$ cat config.mk
export PLATFORM = sky130hd
export DESIGN_NAME = smac_seq_ctrl
export DESIGN_NICKNAME = d
export VERILOG_FILES = /design/src/rtl/smac_pkg.sv /design/src/rtl/smac_tag_pipe.sv /design/src/rtl/smac_seq_ctrl.sv
export SDC_FILE = /design/constraint.sdc
export NUM_CORES = 1
export LEC_CHECK = 0
export CORE_MARGIN = 2
export CORE_UTILIZATION = 33
export CTS_BUF_LIST = sky130_fd_sc_hd__clkbuf_2
export DETAILED_ROUTE_END_ITERATION = 8
export GPL_TIMING_DRIVEN = 0
export PLACE_DENSITY = 0.56
export SYNTH_ARGS = -nofsm -noshare
export SYNTH_HDL_FRONTEND = slang
export SYNTH_SLANG_ARGS = --single-unit
$ cat constraint.sdc
create_clock -name clk -period 2.2 [get_ports clk]
set_clock_uncertainty 0.2 [all_clocks]
set_input_delay 0.66 -clock clk [delete_from_list [all_inputs] [get_ports clk]]
set_output_delay 0.66 -clock clk [all_outputs]
set_load 0.02 [all_outputs]
$ cat src/rtl/smac_pkg.sv
// Shared types and width helpers for the serial MAC slice sequencer.
package smac_pkg;

  localparam int unsigned PIPE_DEPTH = 4;

  typedef enum logic [1:0] {
    IDLE,
    RUN,
    DRAIN,
    DONE
  } state_e;

  typedef struct packed {
    logic valid;
    logic i_first;
    logic i_last;
    logic j_first;
    logic j_msb;
  } tag_t;

  function automatic int unsigned idx_w(input int unsigned n);
    return (n < 2) ? 1 : $clog2(n);
  endfunction

  function automatic bit cfg_ok(input int unsigned m, input int unsigned pa,
                                input int unsigned pw);
    return (m >= 1) && (pa >= 2) && (pw >= 2);
  endfunction

endpackage

$ cat src/rtl/smac_tag_pipe.sv
// Shift register of per-plane tags; stage k is the tag issued k+1 cycles earlier.
module smac_tag_pipe
  import smac_pkg::*;
#(
  parameter int unsigned DEPTH = PIPE_DEPTH
) (
  input  logic clk,
  input  logic rst,
  input  logic flush,
  input  tag_t tag_in,
  output tag_t stage [DEPTH],
  output logic empty_c
);

  always_ff @(posedge clk or posedge rst) begin
    if (rst) begin
      for (int unsigned k = 0; k < DEPTH; k++) stage[k] <= '0;
    end else if (flush) begin
      for (int unsigned k = 0; k < DEPTH; k++) stage[k] <= '0;
    end else begin
      stage[0] <= tag_in;
      for (int unsigned k = 1; k < DEPTH; k++) stage[k] <= stage[k-1];
    end
  end

  always_comb begin
    empty_c = 1'b1;
    for (int unsigned k = 0; k < DEPTH; k++) begin
      if (stage[k].valid) empty_c = 1'b0;
    end
  end

endmodule

$ cat src/rtl/smac_seq_ctrl.sv
// Control sequencer for one serial MAC slice: walks activation/weight bit-planes
// MSB first and issues pipelined datapath enables from a tag shift register.
module smac_seq_ctrl
  import smac_pkg::*;
#(
  parameter int unsigned M  = 64,
  parameter int unsigned Pa = 8,
  parameter int unsigned Pw = 4
) (
  input  logic                  clk,
  input  logic                  rst,
  input  logic                  job_valid,
  output logic                  job_ready,
  input  logic                  abort,
  output logic [idx_w(Pa)-1:0]  act_idx,
  output logic [idx_w(Pw)-1:0]  wei_idx,
  output logic                  we_a,
  output logic                  we_w,
  output logic                  MSB_a,
  output logic                  we_br,
  output logic                  we_ac1,
  output logic                  cl_en_ac1,
  output logic                  we_neg,
  output logic                  MSB_w,
  output logic                  we_ac2,
  output logic                  cl_en_ac2,
  output logic                  res_valid,
  input  logic                  res_ready,
  output logic                  busy
);

  localparam int unsigned AW     = idx_w(Pa);
  localparam int unsigned WW     = idx_w(Pw);
  localparam logic [AW-1:0] I_TOP = AW'(Pa - 1);
  localparam logic [WW-1:0] J_TOP = WW'(Pw - 1);
  localparam bit            CFG_OK = cfg_ok(M, Pa, Pw);

  state_e        state;
  logic [AW-1:0] i_cnt;
  logic [WW-1:0] j_cnt;
  tag_t          tag_in;
  tag_t          stage [PIPE_DEPTH];
  logic          pipe_empty_c;
  logic          issue_c;
  logic          accept_c;
  logic          unused_tag_c;

  // An illegal parameter set never accepts a job.
  assign issue_c  = (state == RUN) && !abort;
  assign accept_c = (state == IDLE) && job_valid && !abort && CFG_OK;

  always_comb begin
    tag_in         = '0;
    tag_in.valid   = issue_c;
    tag_in.i_first = (i_cnt == I_TOP);
    tag_in.i_last  = (i_cnt == '0);
    tag_in.j_first = (j_cnt == J_TOP);
    tag_in.j_msb   = (j_cnt == J_TOP);
  end

  smac_tag_pipe #(.DEPTH(PIPE_DEPTH)) u_tag_pipe (
    .clk     (clk),
    .rst     (rst),
    .flush   (abort),
    .tag_in  (tag_in),
    .stage   (stage),
    .empty_c (pipe_empty_c)
  );

  assign unused_tag_c = ^{stage[0].i_last, stage[0].j_first, stage[0].j_msb,
                          stage[1].i_last, stage[1].j_first, stage[1].j_msb,
                          stage[2].i_first, stage[2].j_first,
                          stage[3].i_first, stage[3].j_msb};

  always_ff @(posedge clk or posedge rst) begin
    if (rst) begin
      state     <= IDLE;
      i_cnt     <= '0;
      j_cnt     <= '0;
      job_ready <= 1'b1;
      busy      <= 1'b0;
      res_valid <= 1'b0;
      act_idx   <= '0;
      wei_idx   <= '0;
      we_a      <= 1'b0;
      we_w      <= 1'b0;
      MSB_a     <= 1'b0;
      we_br     <= 1'b0;
      we_ac1    <= 1'b0;
      cl_en_ac1 <= 1'b0;
      we_neg    <= 1'b0;
      MSB_w     <= 1'b0;
      we_ac2    <= 1'b0;
      cl_en_ac2 <= 1'b0;
    end else begin
      // Issue stage: weight reg only reloads on the first plane of a group.
      we_a    <= issue_c;
      we_w    <= issue_c && (i_cnt == I_TOP);
      act_idx <= issue_c ? i_cnt : '0;
      wei_idx <= issue_c ? j_cnt : '0;

      // Each downstream enable decodes a single tag stage.
      we_br     <= !abort && stage[0].valid;
      MSB_a     <= !abort && stage[0].valid && stage[0].i_first;
      we_ac1    <= !abort && stage[1].valid;
      cl_en_ac1 <= !abort && stage[1].valid && stage[1].i_first;
      we_neg    <= !abort && stage[2].valid && stage[2].i_last;
      MSB_w     <= !abort && stage[2].valid && stage[2].i_last && stage[2].j_msb;
      we_ac2    <= !abort && stage[3].valid && stage[3].i_last;
      cl_en_ac2 <= !abort && stage[3].valid && stage[3].i_last && stage[3].j_first;

      case (state)
        IDLE: begin
          if (accept_c) begin
            state     <= RUN;
            job_ready <= 1'b0;
            busy      <= 1'b1;
            i_cnt     <= I_TOP;
            j_cnt     <= J_TOP;
          end
        end
        RUN: begin
          if (i_cnt == '0) begin
            i_cnt <= I_TOP;
            if (j_cnt == '0) state <= DRAIN;
            else             j_cnt <= j_cnt - 1'b1;
          end else begin
            i_cnt <= i_cnt - 1'b1;
          end
        end
        DRAIN: begin
          if (pipe_empty_c) begin
            state     <= DONE;
            res_valid <= 1'b1;
          end
        end
        DONE: begin
          if (res_ready) begin
            state     <= IDLE;
            res_valid <= 1'b0;
            busy      <= 1'b0;
            job_ready <= 1'b1;
          end
        end
        default: state <= IDLE;
      endcase

      if (abort) begin
        state     <= IDLE;
        res_valid <= 1'b0;
        busy      <= 1'b0;
        job_ready <= 1'b1;
      end
    end
  end

endmodule

After elaboration in Yosys (flattened, before gate mapping)
Cells that the tools add are included.
{"block": "op_classes", "eq_ne": 13, "n_reduce_logical": 26, "n_addsub": 2, "muxes": 32}
{"operator": "2-bit 2-to-1 mux", "count": 10}
{"operator": "20-bit 2-to-1 mux", "count": 1}
{"operator": "1-bit logical AND", "count": 14}
{"operator": "1-bit 2-to-1 mux", "count": 12}
{"operator": "3-bit 2-to-1 mux", "count": 3}
{"operator": "3-bit != test (second input constant)", "count": 3}
{"operator": "2-bit case mux with 4 select lines", "count": 1}
{"operator": "2-bit == test (second input constant)", "count": 3}
{"operator": "3-bit by 2-bit != test with 1-bit output (second input constant)", "count": 2}
{"operator": "1-bit case mux with 2 select lines", "count": 3}
{"operator": "3-bit case mux with 2 select lines", "count": 1}
{"operator": "3-bit AND reduction", "count": 2}
{"operator": "3-bit nonzero test", "count": 2}
{"operator": "5-bit AND reduction", "count": 1}
{"operator": "2-bit logical NOT", "count": 2}
{"operator": "2-bit != test (second input constant)", "count": 2}
{"operator": "2-bit case mux with 2 select lines", "count": 1}
{"operator": "4-bit AND reduction", "count": 1}
{"operator": "3-bit == test (second input constant)", "count": 1}
{"operator": "3-bit logical NOT", "count": 1}
{"operator": "3-bit by 1-bit subtractor with 3-bit output (second input constant)", "count": 1}
{"operator": "2-bit by 1-bit == test with 1-bit output (second input constant)", "count": 1}
{"operator": "2-bit by 1-bit != test with 1-bit output (second input constant)", "count": 1}
{"operator": "2-bit AND reduction", "count": 1}
{"operator": "3 further kinds", "count": 3}
{"block": "word_totals", "in_bits": 5, "reg_bits": 43, "out_inout_bits": 18, "wordCells": 109}

Longest topological paths before layout
{"block": "logic_depth", "ltp_word": 7, "mapped_depth": 6, "mapped_depth_nobuf": 6}

By module
Synthesis repeated with hierarchy kept, for this count alone.
{"block": "unflattened", "hier_cells": 149, "area_unflattened_um2": 1924.3}
{"module": "smac_seq_ctrl", "seq_area_each_um2": 626.9, "area_per_inst_um2": 1189.9, "cells_per_inst": 105, "instances": 1}
{"module": "smac_tag_pipe", "seq_area_each_um2": 500.5, "area_per_inst_um2": 734.5, "cells_per_inst": 44, "instances": 1}

Worst setup path after synthesis
No wires, ideal clock.
{"block": "synth_path", "path_kind": "register to register", "from": "register state[0]", "to": "register state[0]", "setup_ns": 0.128, "path_buffers": 0, "path_slack_ns": 0.445, "t_required_ns": 1.872, "synth_period_minus_slack_ns": 1.755, "path_stages_with_launch": 7, "t_arrival_ns": 1.428, "cell_sequence": "dfrtp_1 inv_1 ha_1 nand2b_1 a21oi_2 a211oi_4 mux2_1"}
{"block": "synth_between", "elab_chain_cells": 5, "word_cells_on_any_way": 14, "cone_classes": "eq/ne: 8; mux: 2; reduce/logical: 4"}
{"item": "from (decl)", "line_no": "smac_seq_ctrl.sv:38", "text": "state_e state;"}
{"item": "from (signal assigned)", "line_no": "smac_seq_ctrl.sv:77", "text": "state <= IDLE;"}
{"item": "from (signal assigned)", "line_no": "smac_seq_ctrl.sv:115", "text": "state <= RUN;"}
{"item": "from (signal assigned)", "line_no": "smac_seq_ctrl.sv:125", "text": "if (j_cnt == '0) state <= DRAIN;"}
{"item": "2-bit logical NOT", "line_no": "smac_seq_ctrl.sv:50, smac_seq_ctrl.sv:112"}
{"item": "1-bit logical AND (2 in series)", "line_no": "smac_seq_ctrl.sv:50", "text": "assign accept_c = (state == IDLE) && job_valid && !abort && CFG_OK;"}
{"item": "3-bit != test (no source line)"}
{"item": "5-bit AND reduction (no source line)"}
Several ways; a longest one is shown, not always the timed one.
A chain may end at the register's enable or synchronous reset.

Worst setup path in the final report
{"block": "layout_path", "from": "register job_ready", "to": "output port job_ready"}
{"item": "from (decl)", "line_no": "smac_seq_ctrl.sv:13", "text": "output logic job_ready,"}
{"item": "from (signal assigned)", "line_no": "smac_seq_ctrl.sv:80", "text": "job_ready <= 1'b1;"}
{"item": "from (signal assigned)", "line_no": "smac_seq_ctrl.sv:116", "text": "job_ready <= 1'b0;"}
{"item": "from (signal assigned)", "line_no": "smac_seq_ctrl.sv:142", "text": "job_ready <= 1'b1;"}
No word-level cell between the ends.

==> out/metrics.csv <==
stage,metric,value,unit
outcome,status,completed,
clock_network,clock_tree.htree_level_count,2,
detailed_routing,wl_per_cell,12.9,µm
place,pre_cts_ws,-330,ps
pwr,p_total,0.00185,W
sta,tightest_slew,724,ps
sta,maxSlewHeadroom,51.6,%
critical_path,critPathMaxFanout,2,
worst_hold_path,holdPathStages,1,
finish,multi_input_area,556,µm²
sta,finalCritPeriodShare,97.6,%
clock_network,insertion_delay,390,ps
clock_network,cts_buffers,5,
floorplan,die_h,71.4,µm
sta,final_max_slew_viol_count,0,
pwr,vdd_drop_max,0.335,mV
critical_path,critPathRequiredTime,1340,ps
floorplan,num_rows,24,
critical_path,critPathLaunchType,flip-flop,
sta,final_hold_viol_count,0,
yosys,ys_types,36,
grt,grt_usage,12.0,%
grt,first_global_vias,1001,
clock_network,clkTransAtPathRegs,200,ps
yosys,async_reset_ff_share,100,%
yosys,synth-seq-cells,36,
sta,worst_slack,52.2,ps
run,cap_violations,0,
critical_path,cp_top_family,flip-flops,
floorplan,dieArea,5100,µm²
yosys,synth_edf_count,0,
floorplan,start_util,34.5,%
floorplan,die_x,71.4,µm
grt,grt.overflow.total,0,
clock_network,cts_sinks,36,
finish,layout_common_cells,"dfrtp_1 (35), dlygate4sd2_1 (18), nor2b_1 (12)",
grt,grt_max_degree,37,
clock_network,cts_hold_buf,0,
pwr,powerDensity,1010,nW/µm²
yosys,syn_inst,121,
finish,final_nets,164,
clock_network,cts_root_buf,clkbuf_2,
critical_path,critical_path_arrival,1290,ps
sta,rsz0062_at_grt,no,
detailed_routing,vias_per_cell,4.67,
detailed_routing,drtIter0Drc,55,
yosys,synth-main-ff-cell,dfrtp_1,
yosys,synth.avg_cell_area,12.4,µm²
detailed_routing,firstDrtPassIters,4,
critical_path,cp_slowest_cell,dfstp_2,
critical_path,critical_path.cell_chain,dlygate4sd2_1,
sta,fin_setup_tns,0,ps
place,gp_congestion,0.715,
finish,final.fill_count,416,
critical_path,cp.depth,1,
pwr,p_leak,0.933,nW
yosys,syn_area,1500,µm²
detailed_routing,vias,947,
grt,grt_antenna_before_repair,0,
place,port-buffer-count,22,
place,dp_hpwl,1860,µm
detailed_routing,ant_nets,0,
finish,fin_util,42.0,%
grt,grt_pass1_wl,4690,µm
clock_network,cts_tree,yes,
finish,area_growth,22.0,%
sta,max_freq,466,MHz
sta,min_period,2150,ps
finish,n_antenna_cell,0,
critical_path,endpoint_kind,primary output,
detailed_routing,drc_errors,0,
finish,mostFrequentLayoutCell,dfrtp_1,
yosys,syn_nets,135,
worst_hold_path,hold_class,reg -> reg,
clock_network,cts_buffer_depth,2,
critical_path,crit_buf_inv,1,
yosys,ys_seq_area_share,60.1,%
critical_path,reg2reg_depth,6,
finish,seqCellArea,902,µm²
finish,drive_gt1_share,12.6,%
sta,setup_violations,0,
floorplan,num_io_pins,23,
critical_path,path_class,reg -> out,
floorplan,core_area,4350,µm²
detailed_routing,drt-total-wl,2620,µm
critical_path,max_stage_delay,570,ps
yosys,ys_warn_count,0,
## cells by family (layout without fill, tap and decap cells)
group,Yosys count,count (layout),share of synthesized area [%]
mux,2,2,1.42
fa+ha+maj,9,9,7.51
compound gates,12,12,7.34
buf+inv,11,41,2.83
simple gates,51,51,20.8
flops,36,36,60.1
## area by class of cell
class                      instances  share of cell area [%]
multi-input combinational         74                    30.3
clock buffer                       5                    1.37
inverter                           9                    1.85
buffer                             2                   0.478
timing repair buffer              22                    10.8
clock inverter                     3                    2.32
sequential                        36                    49.3
tap                               52                    3.55
## stage by stage
step / instances / area, µm² / hold slack, ps
6_report: 203 / 1830 / 269
5_1_grt: 203 / 1830 / 292
4_1_cts: 203 / 1830 / 280
3_5_place_dp: 195 / 1790 / 239
3_3_place_gp: 195 / 1790 / 230
2_1_floorplan: 121 / 1500 / 228
## where the power goes
| group | total [W] | switching (W) | internal (W) | leakage, nW |
|---|---|---|---|---|
| Clock | 0.000417 | 0.000227 | 0.000190 | 0.0390 |
| Sequential | 0.000853 | 0.0000693 | 0.000784 | 0.460 |
| Combinational | 0.000576 | 0.000342 | 0.000233 | 0.435 |
## cell usage after synthesis (2+ instances only)
master / instances / area, µm²
a31oi_1: 2 / 12.5
and2_1: 6 / 37.5
dfrtp_1: 35 / 876
ha_1: 9 / 113
inv_1: 8 / 30.0
nand2_1: 4 / 15.0
nand2b_1: 4 / 25.0
nand3b_1: 3 / 22.5
nor2_1: 7 / 26.3
nor2b_1: 12 / 75.1
nor3_1: 5 / 25.0
o22a_1: 2 / 17.5
## routing by layer
| metal | wire length [µm] | track usage [%] |
|---|---|---|
| met5 | 0 | 0 |
| met4 | 54 | 6.29 |
| met3 | 155 | 3.09 |
| met2 | 1260 | 19.4 |
| met1 | 1160 | 14.9 |
## state kept, by name (all words and copies together) (netlist names), 2 cells and up
| signal | flops |
|---|---|
| i_cnt | 3 |
| act_idx | 3 |
| u_tag_pipe.stage | 12 |
| wei_idx | 2 |
| j_cnt | 2 |
| state | 2 |
## timing repair
action | in CTS | in global routing
endpoints found under the setup margin | 18 | 0
resized for setup | 18 | 0
setup buffers | 0 | 0
## final timing paths
check | from | endpoint | slack (ps)
setup / recovery | job_ready | job_ready | 50
hold / removal | u_tag_pipe.stage[11] | u_tag_pipe.stage[6] | 270
setup reg to reg | state[1] | j_cnt[1] | 230
hold reg to reg | u_tag_pipe.stage[11] | u_tag_pipe.stage[6] | 270
max in group asynchronous | rst | state[1] | 850
min in group asynchronous | rst | we_br | 480
(Power assumes the default switching activity.)
